`src/rtl/acond_botones.sv`:
```
// acond_botones: pushbutton conditioner for the menu FSM.
// Each raw button is synchronised, debounced and edge-detected; advance/back
// auto-repeat while held. A fixed-priority arbiter (CLC > SEL > AT > AD)
// registers at most one single-cycle command pulse per clock.
module acond_botones #(
   parameter int unsigned DEB_CYCLES = 500000,
   parameter int unsigned REP_DELAY  = 25000000,
   parameter int unsigned REP_PERIOD = 10000000
) (
   input  logic       clk,
   input  logic       reset,
   input  logic       btn_ad,
   input  logic       btn_at,
   input  logic       btn_sel,
   input  logic       btn_clc,
   output logic       AD,
   output logic       AT,
   output logic       SEL,
   output logic       CLC,
   output logic [3:0] held
);

   localparam int unsigned DW = $clog2(DEB_CYCLES + 1);
   // REP_DELAY > REP_PERIOD, so one width covers both repeat intervals.
   localparam int unsigned RW = $clog2(REP_DELAY + 1);

   localparam logic [DW-1:0] DebLast   = DW'(DEB_CYCLES - 1);
   localparam logic [RW-1:0] RepDelay  = RW'(REP_DELAY);
   localparam logic [RW-1:0] RepPeriod = RW'(REP_PERIOD);

   typedef enum logic [1:0] {StIdle, StDelay, StPeriod} rep_state_e;

   // Bit order everywhere: {clc, sel, at, ad}.
   logic [3:0] raw;
   logic [3:0] sync1_q, sync2_q;
   logic [3:0] deb;
   logic [3:0] deb_prev_q;
   logic [3:0] press;
   logic [1:0] rep;
   logic [3:0] req;
   logic [3:0] grant_d, out_q;

   assign raw = {btn_clc, btn_sel, btn_at, btn_ad};

   // Two-flop synchroniser for the asynchronous button inputs.
   always_ff @(posedge clk or negedge reset) begin
      if (!reset) begin
         sync1_q <= '0;
         sync2_q <= '0;
      end else begin
         sync1_q <= raw;
         sync2_q <= sync1_q;
      end
   end

   for (genvar i = 0; i < 4; i++) begin : g_deb
      logic          deb_q;
      logic [DW-1:0] cnt_q;

      // Accept a new level only after it persists for DEB_CYCLES cycles.
      always_ff @(posedge clk or negedge reset) begin
         if (!reset) begin
            deb_q <= 1'b0;
            cnt_q <= '0;
         end else if (sync2_q[i] == deb_q) begin
            cnt_q <= '0;
         end else if (cnt_q == DebLast) begin
            deb_q <= sync2_q[i];
            cnt_q <= '0;
         end else begin
            cnt_q <= cnt_q + DW'(1);
         end
      end

      assign deb[i] = deb_q;
   end

   // Previous debounced level, for rising-edge (press) detection.
   always_ff @(posedge clk or negedge reset) begin
      if (!reset) begin
         deb_prev_q <= '0;
      end else begin
         deb_prev_q <= deb;
      end
   end

   assign press = deb & ~deb_prev_q;

   for (genvar i = 0; i < 2; i++) begin : g_rep
      rep_state_e    state_q;
      logic [RW-1:0] cnt_q;

      // Repeat timer; runs on schedule regardless of whether its requests win.
      always_ff @(posedge clk or negedge reset) begin
         if (!reset) begin
            state_q <= StIdle;
            cnt_q   <= '0;
         end else if (!deb[i]) begin
            state_q <= StIdle;
            cnt_q   <= '0;
         end else begin
            case (state_q)
               StIdle: begin
                  if (press[i]) begin
                     state_q <= StDelay;
                     cnt_q   <= RW'(1);
                  end
               end
               StDelay: begin
                  if (cnt_q == RepDelay) begin
                     state_q <= StPeriod;
                     cnt_q   <= RW'(1);
                  end else begin
                     cnt_q <= cnt_q + RW'(1);
                  end
               end
               StPeriod: begin
                  if (cnt_q == RepPeriod) begin
                     cnt_q <= RW'(1);
                  end else begin
                     cnt_q <= cnt_q + RW'(1);
                  end
               end
               default: begin
                  state_q <= StIdle;
                  cnt_q   <= '0;
               end
            endcase
         end
      end

      assign rep[i] = deb[i] &&
                      (((state_q == StDelay) && (cnt_q == RepDelay)) ||
                       ((state_q == StPeriod) && (cnt_q == RepPeriod)));
   end

   assign req = {press[3], press[2], press[1] | rep[1], press[0] | rep[0]};

   // Fixed-priority pick; losing requests are dropped, not queued.
   always_comb begin
      grant_d = 4'b0000;
      if (req[3]) begin
         grant_d = 4'b1000;
      end else if (req[2]) begin
         grant_d = 4'b0100;
      end else if (req[1]) begin
         grant_d = 4'b0010;
      end else if (req[0]) begin
         grant_d = 4'b0001;
      end
   end

   // Registered command outputs.
   always_ff @(posedge clk or negedge reset) begin
      if (!reset) begin
         out_q <= '0;
      end else begin
         out_q <= grant_d;
      end
   end

   assign AD   = out_q[0];
   assign AT   = out_q[1];
   assign SEL  = out_q[2];
   assign CLC  = out_q[3];
   assign held = deb;

endmodule

```
`config.mk`:
```
export PLATFORM = sky130hd
export DESIGN_NAME = acond_botones
export DESIGN_NICKNAME = d
export VERILOG_FILES = /design/src/rtl/acond_botones.sv
export SDC_FILE = /design/constraint.sdc
export NUM_CORES = 1
export LEC_CHECK = 0
export CAP_MARGIN = 15
export CORE_UTILIZATION = 60
export DETAILED_ROUTE_END_ITERATION = 6
export PLACE_DENSITY_LB_ADDON = 0.12
export SLEW_MARGIN = 0
export SYNTH_ARGS = -nofsm -noshare
export SYNTH_HDL_FRONTEND = slang
export SYNTH_SLANG_ARGS = --single-unit
```
`constraint.sdc`:
```
create_clock -name clk -period 2.7 [get_ports clk]
set_input_delay 0.405 -clock clk [delete_from_list [all_inputs] [get_ports clk]]
set_output_delay 0.405 -clock clk [all_outputs]
set_load 0.01 [all_outputs]
```
==> run metrics <==
post-synthesis cell type count 61; Main synth FF type dfrtp_1; actual slew at the worst max-slew pin around 0.9 ns; largest net degree at the start of global routing 67; number of synthesized flops with an enable pin 0; Post-Synthesis Cell Area 0.00780 mm^2; number of setup buffers added after CTS 0; Multi-input gate area around 0.0038 mm^2; first-pass GRT wire length roughly 28000 um; area share of and/or/nand/nor cells after synthesis 0.290; cts hold-fix bufs 1; DR vias slightly above 6000; Worst path slowest cell a21boi_2; Mapped Cells about 840; number of synthesis warnings 0; row cnt 41; share of layout cells above drive strength 1 0.0845; Arrival @ worst endpoint approximately 2.9 ns; Setup Viol. Count Final 0; DP HPWL 10800 um; PD cells 549 mW/mm^2; DIE AREA approximately 0.013 mm^2; Worst Path Max Fanout 18; Slew Viols, Final 0; Die Width 116 um; post-DR wirelength/cell between 15 and 20 um; Reg area approximately 0.0038 mm^2; CP Capture Type flop; Initial DRC Count between 500 and 600; worst vdd ir between 0.5 and 0.6 mV; Final #Nets roughly 870; count of input and output buffers 13; Syn Area/Cell about 9.3 um^2; RePlAce Congestion just under 0.9; first drt pass iteration count 7; Tot GR Track Use 0.267; CTS buffer count 17; Initial Utilization 0.616; critical path class reg2reg; CTS tree built; Final Hold Viols 0; Slew headroom 0.379; Antenna Cells 0; initial antenna violation count 0; status finished clean; CP cell instances inv_1 > ha_1 > nor3b_1 > and4_1 > a21boi_2 > buf_4 > o2111ai_1 > o211ai_1; Post-Synthesis Net Count 850; H-tree depth 4; buffers and inverters on the worst path 2; Final min period approximately 2.5 ns; required time worst endpoint roughly 3 ns; DR DRC count 0; Worst setup SP type flop; GR Overflow Total 0; Clock transition at path regs about 0.060 ns; Post-CTS Resized 0; post-synthesis compound-gate area fraction 0.0715; RSZ-0062 raised after global routing false; FF+latch count, synth 150; CTS root buf clkbuf_16; worst hold slack 0.346 ns; Pleak roughly 3.5 nW; filler instances 993; area grow syn2layout 12.1%; maxcap violations 0; clk_skew approximately 0.0074 ns; Setup TNS Final 0 ns; xor and xnor area share after synthesis 0.105; ys async rst share 1.00; Routed WL between 15000 and 20000 um; die height about 120 um; family with the most delay on the worst path compound AO/OA/AOI/OAI gates; Max Buffers Root-to-Sink 2; mux cell area share after synthesis 0.00433; Vias per Instance around 6; sequential area share after synthesis 0.481; HP Class reg2reg; Boundary Pins 14; FMAX 393 MHz; slowest stage delay, CP around 0.76 ns; fin crit share 0.942; Detail Route Antenna Nets 0; largest family of logic cells by synthesized area simple AND/OR/NAND/NOR gates; adder-cell share of the synthesized area 0.0128; # clock sinks 150; core area 0.0127 mm^2; vias in the first global route 6005; clk_lat worst skew about 0.42 ns
## cells by family after synthesis
family	Yosys count
adders and majority gates	8
and+or+nand+nor	444
buffers and inverters	63
DFF	150
xor gates and xnor gates	94
muxes	3
AOI/OAI and AO/OA	74
## cell usage after synthesis (3+ instances only)
| cell type | n | share of area |
|---|---|---|
| o2111ai_1 | 9 | 0.010 |
| buf_2 | 12 | 0.0077 |
| and4_1 | 14 | 0.016 |
| nor3_1 | 28 | 0.018 |
| and2_1 | 9 | 0.0072 |
| nand2b_1 | 6 | 0.0048 |
| o211ai_1 | 19 | 0.018 |
| ha_1 | 8 | 0.013 |
| o21ai_0 | 9 | 0.0058 |
| o221ai_1 | 7 | 0.0079 |
| a21oi_1 | 5 | 0.0032 |
| mux2_2 | 3 | 0.0043 |
| and3_1 | 13 | 0.010 |
| xor2_1 | 27 | 0.030 |
| nand3_1 | 46 | 0.029 |
| inv_1 | 29 | 0.014 |
| dfrtp_1 | 150 | 0.48 |
| nor2b_1 | 10 | 0.0080 |
| a31oi_1 | 4 | 0.0032 |
| xnor2_1 | 67 | 0.075 |
| a22oi_1 | 3 | 0.0029 |
| clkbuf_1 | 16 | 0.0077 |
| nor4b_1 | 3 | 0.0034 |
| or2_2 | 8 | 0.0064 |
| nand2_1 | 88 | 0.042 |
| buf_4 | 4 | 0.0038 |
| nor2_1 | 137 | 0.066 |
| or3_1 | 9 | 0.0072 |
| nor4_1 | 21 | 0.017 |
| nand4_1 | 26 | 0.021 |
| nor3b_1 | 4 | 0.0038 |
## layout make-up
cell class	instances	area share
flip-flops and latches	150	0.429
inverters	29	0.0124
well taps	172	0.0246
clock inverters	11	0.0169
clock buffers	19	0.0518
repair buffers	32	0.0330
multi-input cells	623	0.432
## final timing paths
| kind | start | to | slack, ns | cells after the start |
|---|---|---|---|---|
| hold / removal | sync1_q[1]$_DFF_PN0_ | sync2_q[1]$_DFF_PN0_ | 0.35 | 0 |
| max in group asynchronous | reset | g_rep[0].cnt_q[13]$_DFFE_PN0P_ | 1.39 | 3 |
| setup reg to reg | g_rep[0].cnt_q[0]$_DFFE_PN0P_ | g_rep[0].cnt_q[15]$_DFFE_PN0P_ | 0.16 | 8 |
| hold reg to reg | sync1_q[1]$_DFF_PN0_ | sync2_q[1]$_DFF_PN0_ | 0.35 | 0 |
| min in group asynchronous | reset | g_rep[1].cnt_q[1]$_DFFE_PN0P_ | 0.49 | 2 |
| setup / recovery | g_rep[0].cnt_q[0]$_DFFE_PN0P_ | g_rep[0].cnt_q[15]$_DFFE_PN0P_ | 0.16 | 8 |
## layout by cell type (no fill, tap or decap), types with 19 or more instances in the layout
cell	instances
dfrtp_1	150
nor2_1	137
nand2_1	88
xnor2_1	67
nand3_1	46
inv_1	29
nor3_1	28
xor2_1	27
nand4_1	26
nor4_1	21
o211ai_1	19
## state kept, by name (all words and copies together) (netlist names)
register       count
g_rep.state_q      4
sync2_q            4
g_deb.cnt_q       76
g_rep.cnt_q       50
g_deb.deb_q        4
deb_prev_q         4
sync1_q            4
out_q              4
## layer usage
layer	wire length, um	share of wire	global-route usage	vias to the layer above
met5	0	0	0	-
met4	206	0.013	0.0838	0
li1	-	-	-	2956
met2	8090	0.50	0.444	152
met3	704	0.043	0.0617	26
met1	7280	0.45	0.348	3027
## worst register-to-register path: cells and delay by family, from the launching register on
family,cells,cell delay (ns)
AO/OA/AOI/OAI,3,1.02
buffers and inverters,2,0.40
adder cells (fa/ha/maj),1,0.20
flip-flops,1,0.44
AND/OR/NAND/NOR,2,0.41
## through the flow
step,total power [mW],utilization,setup slack [ns],area [um^2],instances
after floorplan,2.37,-,0.611,7800,836
after global placement,2.43,0.643,0.367,8140,1005
after detailed placement,2.44,0.643,0.223,8140,1005
after CTS,4.85,0.691,0.200,8750,1036
after global routing,4.96,0.691,0.0162,8750,1036
final,4.81,0.691,0.157,8750,1036
## power breakdown
| part | switching [mW] | total (mW) | internal, mW |
|---|---|---|---|
| Sequential | 0.0191 | 2.29 | 2.27 |
| Combinational | 0.0745 | 0.104 | 0.0293 |
| Clock | 0.919 | 2.41 | 1.49 |
(Power assumes the default switching activity.)
